### config.mk
export PLATFORM = sky130hd
export DESIGN_NAME = gpu_pixel_write_buffer
export DESIGN_NICKNAME = d
export VERILOG_FILES = /design/src/rtl/gpu_pixel_write_buffer_pkg.sv /design/src/rtl/gpu_line_slot.sv /design/src/rtl/gpu_pixel_write_buffer.sv
export SDC_FILE = /design/constraint.sdc
export NUM_CORES = 1
export LEC_CHECK = 0
export ABC_AREA = 1
export BUFFER_PORTS_ARGS = -buffer_cell sky130_fd_sc_hd__buf_4
export CAP_MARGIN = 20
export CORE_UTILIZATION = 40
export CTS_CLUSTER_DIAMETER = 80
export DETAILED_ROUTE_END_ITERATION = 6
export GPL_ROUTABILITY_DRIVEN = 0
export PLACE_DENSITY_LB_ADDON = 0.08
export SLEW_MARGIN = 20
export SYNTH_ARGS = -nofsm -noshare
export SYNTH_HDL_FRONTEND = slang
export SYNTH_SLANG_ARGS = --single-unit
### constraint.sdc
create_clock -name clk -period 6.46 [get_ports clk]
set_clock_uncertainty 0.2 [all_clocks]
set_input_delay 1.292 -clock clk [delete_from_list [all_inputs] [get_ports clk]]
set_output_delay 1.292 -clock clk [all_outputs]
set_load 0.005 [all_outputs]
### src/rtl/gpu_pixel_write_buffer_pkg.sv
// gpu_pixel_write_buffer_pkg: shared line-buffer constants, FSM encoding and line-key helper
package gpu_pixel_write_buffer_pkg;
  localparam int PIX_PER_LINE = 8;
  localparam int LINE_KEY_W = 16;
  localparam int PIX_W = 16;
  localparam int LINE_W = PIX_PER_LINE * PIX_W;
  localparam int IDX_W = $clog2(PIX_PER_LINE);
  typedef enum logic [2:0] {S_EMPTY, S_FILL, S_PEND, S_FULL, S_STALL} wb_state_t;
  function automatic logic [LINE_KEY_W-1:0] line_key(input logic [9:0] x, input logic [8:0] y);
    return {y, x[9:3]};
  endfunction
endpackage

### src/rtl/gpu_line_slot.sv
// gpu_line_slot: one 8-pixel line buffer with key, per-slot mask and valid bit
module gpu_line_slot
  import gpu_pixel_write_buffer_pkg::*;
(
  input  logic                  clk,
  input  logic                  i_rst,
  input  logic                  i_copy,
  input  logic                  i_load,
  input  logic                  i_wr,
  input  logic                  i_clr,
  input  logic [LINE_KEY_W-1:0] i_key,
  input  logic [IDX_W-1:0]      i_idx,
  input  logic [PIX_W-1:0]      i_pix,
  input  logic [LINE_W-1:0]     i_cdata,
  input  logic [PIX_PER_LINE-1:0] i_cmask,
  output logic                  o_valid,
  output logic [LINE_KEY_W-1:0] o_key,
  output logic [PIX_PER_LINE-1:0] o_mask,
  output logic [LINE_W-1:0]     o_data
);
  logic                    r_valid;
  logic [LINE_KEY_W-1:0]   r_key;
  logic [PIX_PER_LINE-1:0] r_mask;
  logic [LINE_W-1:0]       r_data;
  logic [PIX_PER_LINE-1:0] w_bit;
  assign w_bit = {{(PIX_PER_LINE-1){1'b0}}, 1'b1} << i_idx;
  // Copy wins over pixel writes; load starts a fresh line keeping stale unmasked data
  always_ff @(posedge clk) begin
    if (i_rst) begin
      r_valid <= 1'b0;
      r_key   <= '0;
      r_mask  <= '0;
      r_data  <= '0;
    end else if (i_copy) begin
      r_valid <= 1'b1;
      r_key   <= i_key;
      r_mask  <= i_cmask;
      r_data  <= i_cdata;
    end else if (i_load || i_wr) begin
      r_valid <= 1'b1;
      r_key   <= i_load ? i_key : r_key;
      r_mask  <= (i_load ? '0 : r_mask) | w_bit;
      r_data[PIX_W*i_idx +: PIX_W] <= i_pix;
    end else if (i_clr) begin
      r_valid <= 1'b0;
    end
  end
  assign o_valid = r_valid;
  assign o_key   = r_key;
  assign o_mask  = r_mask;
  assign o_data  = r_data;
endmodule

### src/rtl/gpu_pixel_write_buffer.sv
// gpu_pixel_write_buffer: double-buffered 8-pixel line coalescer between pixel pipe and VRAM arbiter
module gpu_pixel_write_buffer
  import gpu_pixel_write_buffer_pkg::*;
#(
  parameter bit FLUSH_ON_SPIKE = 1'b1
) (
  input  logic         clk,
  input  logic         i_rst,
  input  logic         i_valid,
  input  logic [1:0]   i_stateSpike,
  input  logic [9:0]   i_scrX,
  input  logic [8:0]   i_scrY,
  input  logic [15:0]  i_color,
  input  logic         i_flush,
  output logic         o_pause,
  output logic         o_flushReq,
  output logic [15:0]  o_flushAdr,
  output logic [127:0] o_flushData,
  output logic [7:0]   o_flushMask,
  input  logic         i_flushAck,
  output logic         o_busy
);
  wb_state_t               r_state;
  logic                    r_flush_hold;
  logic                    w_a_valid, w_p_valid;
  logic [LINE_KEY_W-1:0]   w_a_key, w_key;
  logic [PIX_PER_LINE-1:0] w_a_mask;
  logic [LINE_W-1:0]       w_a_data;
  logic                    w_close_req, w_close, w_consume, w_a_nxt, w_p_nxt;
  assign w_key = line_key(i_scrX, i_scrY);
  assign w_close_req = w_a_valid & ((i_valid & (w_key != w_a_key))
                     | (i_valid & FLUSH_ON_SPIKE & |i_stateSpike)
                     | i_flush | r_flush_hold);
  // Ack frees PENDING in the same cycle, so a close can refill it on that edge
  assign o_pause   = ~i_rst & w_close_req & w_p_valid & ~i_flushAck;
  assign w_close   = ~i_rst & w_close_req & ~o_pause;
  assign w_consume = ~i_rst & i_valid & ~o_pause;
  assign w_a_nxt   = w_close ? w_consume : (w_a_valid | w_consume);
  assign w_p_nxt   = w_close | (w_p_valid & ~i_flushAck);
  gpu_line_slot u_active (
    .clk(clk), .i_rst(i_rst),
    .i_copy(1'b0),
    .i_load(w_consume & (w_close | ~w_a_valid)),
    .i_wr(w_consume & ~w_close & w_a_valid),
    .i_clr(w_close),
    .i_key(w_key), .i_idx(i_scrX[2:0]), .i_pix(i_color),
    .i_cdata('0), .i_cmask('0),
    .o_valid(w_a_valid), .o_key(w_a_key), .o_mask(w_a_mask), .o_data(w_a_data)
  );
  gpu_line_slot u_pending (
    .clk(clk), .i_rst(i_rst),
    .i_copy(w_close), .i_load(1'b0), .i_wr(1'b0),
    .i_clr(i_flushAck),
    .i_key(w_a_key), .i_idx(i_scrX[2:0]), .i_pix(i_color),
    .i_cdata(w_a_data), .i_cmask(w_a_mask),
    .o_valid(w_p_valid), .o_key(o_flushAdr), .o_mask(o_flushMask), .o_data(o_flushData)
  );
  always_ff @(posedge clk) begin
    if (i_rst) begin
      r_state      <= S_EMPTY;
      r_flush_hold <= 1'b0;
    end else begin
      r_state      <= (w_a_nxt & w_p_nxt) ? (o_pause ? S_STALL : S_FULL)
                    : w_a_nxt ? S_FILL : w_p_nxt ? S_PEND : S_EMPTY;
      r_flush_hold <= w_close ? 1'b0 : (r_flush_hold | (i_flush & w_a_valid));
    end
  end
  assign o_flushReq = w_p_valid;
  assign o_busy     = r_state != S_EMPTY;
endmodule

======== Word-level counts from Yosys, hierarchy flattened ========
Cells that the tools add are included.
storage, ports and cells
  input bits .............................. 42
  logic and storage cells ................. 61
  output and inout port bits .............. 155
  register bits ........................... 310
operators by class
  add/sub/neg operators ................... 1
  equality and inequality tests ........... 1
  reductions and logical operators ........ 7
  shift operators ......................... 3
  bitwise logic cells ..................... 28
  multiplexer cells ....................... 11
operators with widths
  cell                         count
  $bwmux W128                  1
  $shift A16 B34 Y128 const A  1
  $shiftx A16 B34 Y128         1
  $neg A7 Y34                  1
  $ne A16 B16 Y1               1
  $and A1 B1 Y1                15
  $mux W8                      1
  $or A8 B8 Y8                 1
  $shl A1 B3 Y8 const A        1
  $or A1 B1 Y1                 7
  $mux W3                      2
  $mux W1                      5
  $not A1 Y1                   5
  $mux W2                      2
  $reduce_bool A2 Y1           2
  $reduce_or A2 Y1             2
  $reduce_bool A3 Y1           1
  $reduce_and A2 Y1            1
  $logic_or A1 B1 Y1           1

======== Depth between registers and ports, before layout ========
  depth in word-level cells ............... 16
  depth in mapped cells ................... 18
  gate-level depth less buffers ........... 16

======== By module ========
Synthesis repeated with hierarchy kept, for this count alone.
unflattened totals
  cell total of the unflattened synthesis .. 2816
  area total of the unflattened synthesis .. 16823.6 um^2
by module, submodules not included
  module                     seq. area each (um^2)  times used  area each (um^2)  cells each
  gpu_line_slot (u_active)   3062.9                 1           8151.6            1366
  gpu_line_slot (u_pending)  3062.9                 1           8151.6            1347
  gpu_pixel_write_buffer     80.1                   1           520.5             103

======== Least setup slack after synthesis ========
Ideal clock, no wire load.
  path type ............................... input port to output port
  from .................................... input i_scrX[8]
  to ...................................... output o_pause
  arrival time ............................ 2.232 ns
  stages on the path ...................... 12
  buffers on the path ..................... 1
  required time ........................... 4.968 ns
  setup slack ............................. 2.736 ns
  path through ............................ inv_1 nand2_1 o21ai_0 nor2_1 nand2_1 nor2_1 nand2_1 nand2_1 nand2_1 nand3_1 clkbuf_1 inv_1
on the way
  cells in the longest elaborated chain, start to end .. 9
RTL lines
  what                        line                          RTL
  start: declaration          gpu_pixel_write_buffer.sv:11  input logic [9:0] i_scrX,
  $ne A16 B16 Y1              gpu_pixel_write_buffer.sv:31  assign w_close_req = w_a_valid & ((i_valid & (w_key != w_a_key))
  $and A1 B1 Y1               gpu_pixel_write_buffer.sv:31
  $or A1 B1 Y1                gpu_pixel_write_buffer.sv:32  | (i_valid & FLUSH_ON_SPIKE & |i_stateSpike)
  $or A1 B1 Y1 (2 in a row)   gpu_pixel_write_buffer.sv:33  | i_flush | r_flush_hold);
  $and A1 B1 Y1               gpu_pixel_write_buffer.sv:31
  $and A1 B1 Y1 (3 in a row)  gpu_pixel_write_buffer.sv:35  assign o_pause = ~i_rst & w_close_req & w_p_valid & ~i_flushAck;
  end: declaration            gpu_pixel_write_buffer.sv:15  output logic o_pause,
No other way between the ends.

======== Final worst setup path ========
  from .................................... input i_rst
  to ...................................... output o_pause
on the way
  cells in the longest elaborated chain, start to end .. 4
RTL lines
  what                        line                          RTL
  start: declaration          gpu_pixel_write_buffer.sv:8   input logic i_rst,
  $not A1 Y1                  gpu_pixel_write_buffer.sv:35
  $and A1 B1 Y1 (3 in a row)  gpu_pixel_write_buffer.sv:35
No other way between the ends.

==> out/qor.csv <==
metric;value;unit
status;complete, no violations;
track_usage;21.2;%
finalSetupViolCount;0;
first_global_vias;10400;
synthCells;1799;
powerDensity;281;mW/mm^2
root_buffer;clkbuf_16;
placement.io_buffers;196;
multi_input_area;0.00476;sq mm
cts.path.max_buffers;3;
die_h;180;microns
seq_area;0.00621;sq mm
stdcell_area;0.0154;sq mm
fillers;3115;
critPathArrivalTime;2.83;ns
drt-initial-drc-count;809;
wirelength;34900;microns
die_w;180;microns
vias_per_cell;4.76;
fmax;0.231;GHz
setup_tns;0;ns
ant_nets;0;
ctsHoldBuffers;0;
leakage;6.75;nW
required;4.97;ns
period_minus_slack;4.32;ns
ir_drop;154;uV
yosys_warnings;0;
grt_pass1_wl;55800;microns
whs;0.244;ns
cts_resized;0;
fp.coreArea;0.0309;sq mm
cts_tree;yes;
cts.sinks;310;
hold_class;register to register;
finalHoldViolations;0;
grt-ovfl-total;0;
cts_max_level;2;
max-slew-margin-rel;29.5;%
slew_viol_final;0;
drc;0;
mostFrequentLayoutCells;327 x inv_1, 310 x dfxtp_1, 298 x nand2_1;
worstMarginPinSlew;1.05;ns
drv_cap;0;
final_common_cell;inv_1;
antenna_found_initial;3;
yosys.cell_types.count;29;
ys_ff_latch;310;
worstPathMaxFanout;71;
syn2layout_area_growth;20.8;%
vias;11200;
drive_above_1_share;13.8;%
clk_latency;0.51;ns
synth_fp_nets;1847;
synthesis.area_per_instance;7.08;sq um
cts_buffers;35;
pre_cts_slack;1.68;ns
grt_max_degree;224;
r2r_slack;2.71;ns
netlist_area;0.0127;sq mm
cp-start-kind;primary input;
path_clk_slew;0.05;ns
fin_ws;2.14;ns
nets;1977;
rsz0062_at_grt;false;
dp_hpwl;23700;microns
end_kind;output pin;
drtPass1Iterations;5;
post-route-period-util;66.9;%
post-cts-setup-buffer-count;0;
rows;64;
post_dp_cell_area;0.0143;sq mm
initial_core_util;41.2;%
ios;197;
routedWlPerCell;14.9;microns
critPathKind;primary input to output pin;
ys_seq_area_share;48.8;%
die_area;0.0325;sq mm
## critical path: stages
cell and delay [ns]:
buf_4 0.56, nor2_1 0.21, nand3_1 0.42, inv_1 0.15, buf_4 0.17
## sequential cells by signal, summed over array words and instances, names as in the netlist
| name | count |
|---|---|
| u_pending.o_mask | 8 |
| r_flush_hold | 1 |
| u_pending.o_valid | 1 |
| r_state | 3 |
| u_active.o_mask | 8 |
| u_pending.o_key | 16 |
| u_active.o_valid | 1 |
| u_pending.o_data | 128 |
| u_active.o_data | 128 |
| u_active.o_key | 16 |
## worst paths after layout
check / start / endpoint / depth (start not counted)
setup / recovery: i_rst / o_pause / 5
setup reg to reg: u_active.o_key[2] / u_active.o_data[85] / 16
hold / removal: u_pending.o_data[38] / u_pending.o_data[38] / 2
hold reg to reg: u_pending.o_data[38] / u_pending.o_data[38] / 2
## where the power goes
part / internal, W / switching (W) / leakage (nW)
combinational: 0.000149 / 0.000257 / 3.70
clock: 0.00114 / 0.000755 / 0.536
sequential: 0.00198 / 0.0000388 / 2.52
total: 0.00327 / 0.00105 / 6.75
## metal layers
layer  GRT usage [%]  vias to the layer above  part of all wire [%]
met5               0                        -                 0.043
met4            6.80                        2                   2.6
met3            4.79                       65                   6.2
met2            31.1                      279                    41
met1            30.6                     4999                    50
li1                -                     5818                     -
## cell usage after synthesis (all sizes together)
master | n | share of area, %
buf | 48 | 2.2
nand3 | 100 | 4.0
or3 | 1 | 0.049
nand3b | 2 | 0.12
dfxtp | 310 | 49
a21oi | 202 | 7.9
o21a | 1 | 0.059
nand2 | 305 | 9.3
o21ai | 164 | 6.4
ha | 6 | 0.59
xnor2 | 3 | 0.21
nor4 | 14 | 0.81
nor2 | 214 | 6.3
o2111ai | 7 | 0.48
inv | 330 | 9.7
xor2 | 1 | 0.069
clkbuf | 65 | 1.9
clkinv | 4 | 0.12
nor3 | 22 | 0.95
## layout make-up
| type | count | area share, % |
|---|---|---|
| antenna | 2 | 0.0325 |
| clock buffer | 49 | 6.70 |
| clock inverter | 5 | 0.325 |
| inverter | 334 | 8.17 |
| multi-input combinational | 1042 | 30.9 |
| sequential | 310 | 40.3 |
| tap | 396 | 3.22 |
| timing repair buffer | 206 | 10.3 |
## cells by family after synthesis
family / Yosys count / synth area share, %
AND/OR/NAND/NOR: 658 / 21.5
AO/OA/AOI/OAI: 374 / 14.9
XOR/XNOR: 4 / 0.275
flip-flops: 310 / 48.8
buffers and inverters: 447 / 14.0
adder cells (fa/ha/maj): 6 / 0.590
## per-stage QoR
step | util, % | total power [W] | std cells
3_5_place_dp | 46.2 | 0.00246 | 2287
3_3_place_gp | 46.2 | 0.00246 | 2287
2_1_floorplan | - | 0.00229 | 1799
4_1_cts | 49.7 | 0.00437 | 2341
5_1_grt | 49.7 | 0.00450 | 2342
6_report | 49.8 | 0.00432 | 2344
Note: power is estimated with default switching activity, not from simulation.
